**config.mk**
```make
export PLATFORM = sky130hd
export DESIGN_NAME = icache_pref_responder
export DESIGN_NICKNAME = d
export VERILOG_FILES = /design/src/rtl/icache_pref_responder_pkg.sv /design/src/rtl/icache_pref_responder_pe.sv /design/src/rtl/icache_pref_responder.sv
export SDC_FILE = /design/constraint.sdc
export NUM_CORES = 1
export LEC_CHECK = 0
export CORE_MARGIN = 3
export CORE_UTILIZATION = 50
export CTS_CLUSTER_DIAMETER = 50
export DETAILED_ROUTE_END_ITERATION = 8
export GPL_ROUTABILITY_DRIVEN = 0
export GPL_TIMING_DRIVEN = 0
export PLACE_DENSITY = 0.88
export SKIP_LAST_GASP = 1
export SLEW_MARGIN = 20
export SYNTH_ARGS = -nofsm -noshare
export SYNTH_HDL_FRONTEND = slang
export SYNTH_SLANG_ARGS = --single-unit
```
**constraint.sdc**
```tcl
create_clock -name clock -period 5.14 [get_ports clock]
set_clock_uncertainty 0.2 [all_clocks]
set_input_delay 0.771 -clock clock [delete_from_list [all_inputs] [get_ports clock]]
set_output_delay 0.771 -clock clock [all_outputs]
set_load 0.02 [all_outputs]
```
**src/rtl/icache_pref_responder_pkg.sv**
```systemverilog
// Shared types for the icache prefetch responder: MSHR entry layout,
// memory command encoding and the default number of outstanding prefetches.
`ifndef PREF_MSHR_SIZE
`define PREF_MSHR_SIZE 4
`endif

package icache_pref_responder_pkg;

    localparam int PREF_MSHR_DEFAULT = `PREF_MSHR_SIZE;

    typedef enum logic [1:0] {
        MEM_NONE  = 2'h0,
        MEM_LOAD  = 2'h1,
        MEM_STORE = 2'h2
    } mem_command_t;

    typedef enum logic [1:0] {
        INVALID = 2'h0,
        REQ     = 2'h1,
        PENDING = 2'h2
    } mshr_state_t;

    typedef struct packed {
        mshr_state_t state;
        logic [31:0] addr;
        logic [3:0]  tag;
    } mshr_entry_t;

    // Memory blocks are 8 bytes; drop the byte offset.
    function automatic logic [31:0] block_addr(input logic [31:0] a);
        return {a[31:3], 3'b000};
    endfunction

endpackage

```
**src/rtl/icache_pref_responder_pe.sv**
```systemverilog
// Lowest-index priority encoder shared by allocation, issue and fill lookup.
module pref_pe #(
    parameter int N = 4,
    localparam int IW = (N > 1) ? $clog2(N) : 1
) (
    input  logic [N-1:0]  req,
    output logic [IW-1:0] idx,
    output logic          found
);

    // Scan high to low so the lowest set bit is the last one assigned.
    always_comb begin
        idx   = '0;
        found = 1'b0;
        for (int i = N - 1; i >= 0; i--) begin
            if (req[i]) begin
                idx   = IW'(i);
                found = 1'b1;
            end
        end
    end

endmodule

```
**src/rtl/icache_pref_responder.sv**
```systemverilog
// Tracks outstanding instruction prefetches: filters duplicates and hits,
// issues block loads to memory, and forwards returning lines as icache fills.
module icache_pref_responder
    import icache_pref_responder_pkg::*;
#(
    parameter int PREF_MSHR_SIZE = PREF_MSHR_DEFAULT
) (
    input  logic        clock,
    input  logic        reset,
    input  logic [31:0] pref2Icache_addr,
    input  logic        pref2Icache_valid,
    input  logic        cache_hit,
    output logic        hit_valid_line,
    input  logic        mem_grant,
    output logic [1:0]  proc2mem_command,
    output logic [31:0] proc2mem_addr,
    input  logic [3:0]  mem2proc_transaction_tag,
    input  logic [3:0]  mem2proc_data_tag,
    input  logic [63:0] mem2proc_data,
    input  logic        flush,
    output logic        fill_valid,
    output logic [31:0] fill_addr,
    output logic [63:0] fill_data
);

    localparam int IW = (PREF_MSHR_SIZE > 1) ? $clog2(PREF_MSHR_SIZE) : 1;

    mshr_entry_t entries_q [PREF_MSHR_SIZE];
    mshr_entry_t entries_d [PREF_MSHR_SIZE];

    logic [PREF_MSHR_SIZE-1:0] invalid_vec;
    logic [PREF_MSHR_SIZE-1:0] req_vec;
    logic [PREF_MSHR_SIZE-1:0] dup_vec;
    logic [PREF_MSHR_SIZE-1:0] fill_vec;

    logic [IW-1:0] alloc_idx;
    logic [IW-1:0] issue_idx;
    logic [IW-1:0] fill_idx;
    logic          alloc_found;
    logic          issue_found;
    logic          fill_found;

    logic [31:0] req_blk;
    logic        covered;
    logic        do_alloc;
    logic        do_issue;

    assign req_blk = block_addr(pref2Icache_addr);

    // Per-entry status vectors, all from registered state so a slot freed
    // this cycle only becomes visible next cycle.
    generate
        for (genvar gi = 0; gi < PREF_MSHR_SIZE; gi++) begin : g_vec
            assign invalid_vec[gi] = (entries_q[gi].state == INVALID);
            assign req_vec[gi]     = (entries_q[gi].state == REQ);
            assign dup_vec[gi]     = (entries_q[gi].state != INVALID) &&
                                     (entries_q[gi].addr == req_blk);
            assign fill_vec[gi]    = (entries_q[gi].state == PENDING) &&
                                     (mem2proc_data_tag != 4'h0) &&
                                     (entries_q[gi].tag == mem2proc_data_tag);
        end
    endgenerate

    pref_pe #(.N(PREF_MSHR_SIZE)) u_alloc_pe (
        .req   (invalid_vec),
        .idx   (alloc_idx),
        .found (alloc_found)
    );

    pref_pe #(.N(PREF_MSHR_SIZE)) u_issue_pe (
        .req   (req_vec),
        .idx   (issue_idx),
        .found (issue_found)
    );

    pref_pe #(.N(PREF_MSHR_SIZE)) u_fill_pe (
        .req   (fill_vec),
        .idx   (fill_idx),
        .found (fill_found)
    );

    // An entry being filled is still valid this cycle, so a request for the
    // same block is reported as covered through the duplicate match.
    assign covered        = pref2Icache_valid && (cache_hit || (|dup_vec) || !alloc_found);
    assign hit_valid_line = covered;
    assign do_alloc       = pref2Icache_valid && !covered && !flush;
    assign do_issue       = issue_found && mem_grant && !flush;

    // Memory command and fill outputs, same cycle as the triggering inputs.
    always_comb begin
        proc2mem_command = MEM_NONE;
        proc2mem_addr    = '0;
        fill_valid       = 1'b0;
        fill_addr        = '0;
        fill_data        = '0;
        if (do_issue) begin
            proc2mem_command = MEM_LOAD;
            proc2mem_addr    = entries_q[issue_idx].addr;
        end
        if (fill_found) begin
            fill_valid = 1'b1;
            fill_addr  = entries_q[fill_idx].addr;
            fill_data  = mem2proc_data;
        end
    end

    // Next entry state. Alloc targets an INVALID slot, issue a REQ slot and
    // fill a PENDING slot, so the three updates never collide.
    always_comb begin
        entries_d = entries_q;
        if (flush) begin
            for (int i = 0; i < PREF_MSHR_SIZE; i++) begin
                if (entries_q[i].state == REQ) begin
                    entries_d[i].state = INVALID;
                end
            end
        end
        if (do_issue && (mem2proc_transaction_tag != 4'h0)) begin
            entries_d[issue_idx].state = PENDING;
            entries_d[issue_idx].tag   = mem2proc_transaction_tag;
        end
        if (fill_found) begin
            entries_d[fill_idx].state = INVALID;
            entries_d[fill_idx].tag   = 4'h0;
        end
        if (do_alloc) begin
            entries_d[alloc_idx].state = REQ;
            entries_d[alloc_idx].addr  = req_blk;
            entries_d[alloc_idx].tag   = 4'h0;
        end
    end

    // Entry storage; reset clears every slot immediately.
    always_ff @(posedge clock or posedge reset) begin
        if (reset) begin
            for (int i = 0; i < PREF_MSHR_SIZE; i++) begin
                entries_q[i] <= '0;
            end
        end else begin
            entries_q <= entries_d;
        end
    end

endmodule
```
==> metrics.txt <==
final net count 1286; leak pwr 5.29 nW; DR vias 9062; CP max stage cell clkbuf_1; Req. time, crit path 4.17 ns; Overall Global Routing Usage 33.3%; Cells after DPL 1379; kind of start point of the critical path register; endpoints failing hold 0; Max Clk Rate 198 MHz; Core Region 0.0175 mm^2; Post-Synthesis Cell Area 0.00907 mm^2; Ports 242; Pwr per Cell Area 439 mW/mm^2; clk sinks 140; biggest regs entries_q x140; initial antenna violation count 2; Synth top cells by count dfrtp_1 (140), xor2_1 (116), mux2_2 (109); Area growth syn-to-layout 32.7%; # rows 48; Post-synth top flop dfrtp_1; vias in the first global route 8861; max FFs per register 140; CTS Buf Count 17; EDFF count, synth 0; Setup TNS 0 ns; Clk Latency, worst-skew pair 0.43 ns; top sig layer met5; die area 0.0198 mm^2; RSZ-0062 raised after global routing false; largest net degree at the start of global routing 100; Die H 141 um; final instance area 0.0120 mm^2; global-route wire length before repair 50.7 mm; Synth Instances 947; Ys Warns 0; Max Cap Viol 0; crit path DAT 4.09 ns; average size of a mapped cell 9.57 um^2; number of synthesized register bits 140; most flop-heavy register entries_q; DRT met1 WL 11.3 mm; vias per inst 6.40; global route overflow 0; fillers 1315; Slew @ Worst Pin 0.915 ns; clock buffer depth 2; post-synth top area share 38.6%; register area share after synthesis 38.6%; Hold WC Path Type reg2reg; status finished clean; Slew HR 39.0%; Final Max Slew Viols 0; final hold slack 0.364 ns; DP Area 0.0114 mm^2; final core utilization 68.6%; top-count cell post-synth dfrtp_1; Slowest Stage Delay on Critical Path 0.71 ns; part of the cycle the worst path needs 98.4%; CTS tree yes; total power draw 5.29 mW; slack of the critical path 0.0823 ns; antenna viol nets, final 0; CP Cell Sequence nor2b_1, nor3_1, nor2_1, clkbuf_1, clkbuf_1, nor2_1, nor3_1, clkdlybuf4s50_1; Area contributors post-synth dfrtp_1 (39%), mux2_2 (14%), xor2_1 (11%); worst ir drop on vdd 0.268 mV; worst slack, placed -0.231 ns; Initial Util 51.7%; final setup fails 0; CP Capture Type output pin; WL per Instance 24.1 um; metal3 WL 4.57 mm; CTS Hold Bufs 0; Netlist cell types 48; layout cells sized above 1 18.6%; met2 WL 15.8 mm; non-filler cells, final 1415; Yosys top cell by area dfrtp_1; root buf cell clkbuf_16; DPL Wire Length 24.1 mm; setup slack, reg-to-reg 1.33 ns; router iterations before antenna repair 8; CTS HTree Levels 4; min Tclk post-route 5.06 ns; DR iter-0 viols 1426; register clock-pin slew on the reported worst setup and hold paths 0.06 ns; DRC 0; fraction of registers with async set/reset 100%; Post-Route WL 34.2 mm; CP max FO 10; count of input and output buffers 200; CP Class reg2out; die span in x 141 um
## cell usage in the layout, fill, tap and decap left out, types with 7 or more instances in the layout
| cell | count |
|---|---|
| clkdlybuf4s50_1 | 185 |
| dfrtp_1 | 140 |
| xor2_1 | 116 |
| mux2_2 | 109 |
| nand2_1 | 69 |
| and2_1 | 64 |
| nor2_1 | 60 |
| o21ai_0 | 47 |
| buf_2 | 45 |
| nor3_1 | 36 |
| o22ai_1 | 30 |
| clkbuf_1 | 29 |
| nor4_1 | 29 |
| a221oi_1 | 29 |
| a31oi_1 | 29 |
| clkbuf_16 | 17 |
| buf_4 | 14 |
| dlygate4sd2_1 | 11 |
| nand4_1 | 10 |
| mux2_1 | 10 |
| xnor2_1 | 9 |
| a21oi_1 | 9 |
| inv_1 | 7 |
| and3_1 | 7 |
| conb_1 | 7 |
## worst max-delay path: cells and delay by family, from the launching register on
| family | cells | cell delay, ns |
|---|---|---|
| buffers and inverters | 3 | 2.08 |
| flip-flops | 1 | 0.47 |
| AND/OR/NAND/NOR | 5 | 1.11 |
## power by group
group          leakage [nW]  internal (mW)  switching [mW]
Combinational          3.20          0.927            1.05
Sequential             1.81           1.53           0.544
Clock                 0.278          0.726           0.501
Total                  5.29           3.19            2.10
## per-layer routing
metal / track usage [%] / vias up
met5: 0 / -
met4: 21.1 / 2
met3: 10.7 / 191
met2: 54.0 / 791
met1: 38.2 / 4280
li1: - / 3798
## cell families (layout without fill, tap and decap cells)
family	Yosys count	count (layout)	synth area share, %
AND/OR/NAND/NOR	291	291	16.5
AO/OA/AOI/OAI	161	161	11.6
flip-flops	140	140	38.6
XOR/XNOR	125	125	12.1
multiplexers	123	123	15.2
buffers and inverters	106	342	5.92
other	1	8	0.0414
## path summary, 6_finish.rpt
kind                                start               end  depth (start not counted)
max                        entries_q[112]  proc2mem_addr[8]                          8
min                          entries_q[2]      entries_q[2]                          2
max reg2reg                 entries_q[62]    entries_q[100]                          8
min reg2reg                  entries_q[2]      entries_q[2]                          2
max in group asynchronous           reset      entries_q[2]                          3
min in group asynchronous           reset     entries_q[87]                          2
## cell type report
class	instances	area, um^2	area share (%)
multi-input combinational	707	5060	42.0
timing repair buffer	204	2050	17.0
clock buffer	18	439	3.65
tap	225	282	2.34
inverter	10	45.0	0.374
sequential	140	3500	29.1
buffer	96	509	4.23
clock inverter	14	145	1.21
antenna	1	2.50	0.0208
## what timing repair did
action | in CTS | in global routing
resized for setup | 17 | 5
setup buffers | 0 | 3
endpoints found under the hold margin | 0 | 0
endpoints found under the setup margin | 20 | 78
pin swaps | 0 | 1
No activity file was read; power rests on OpenSTA's default activity.
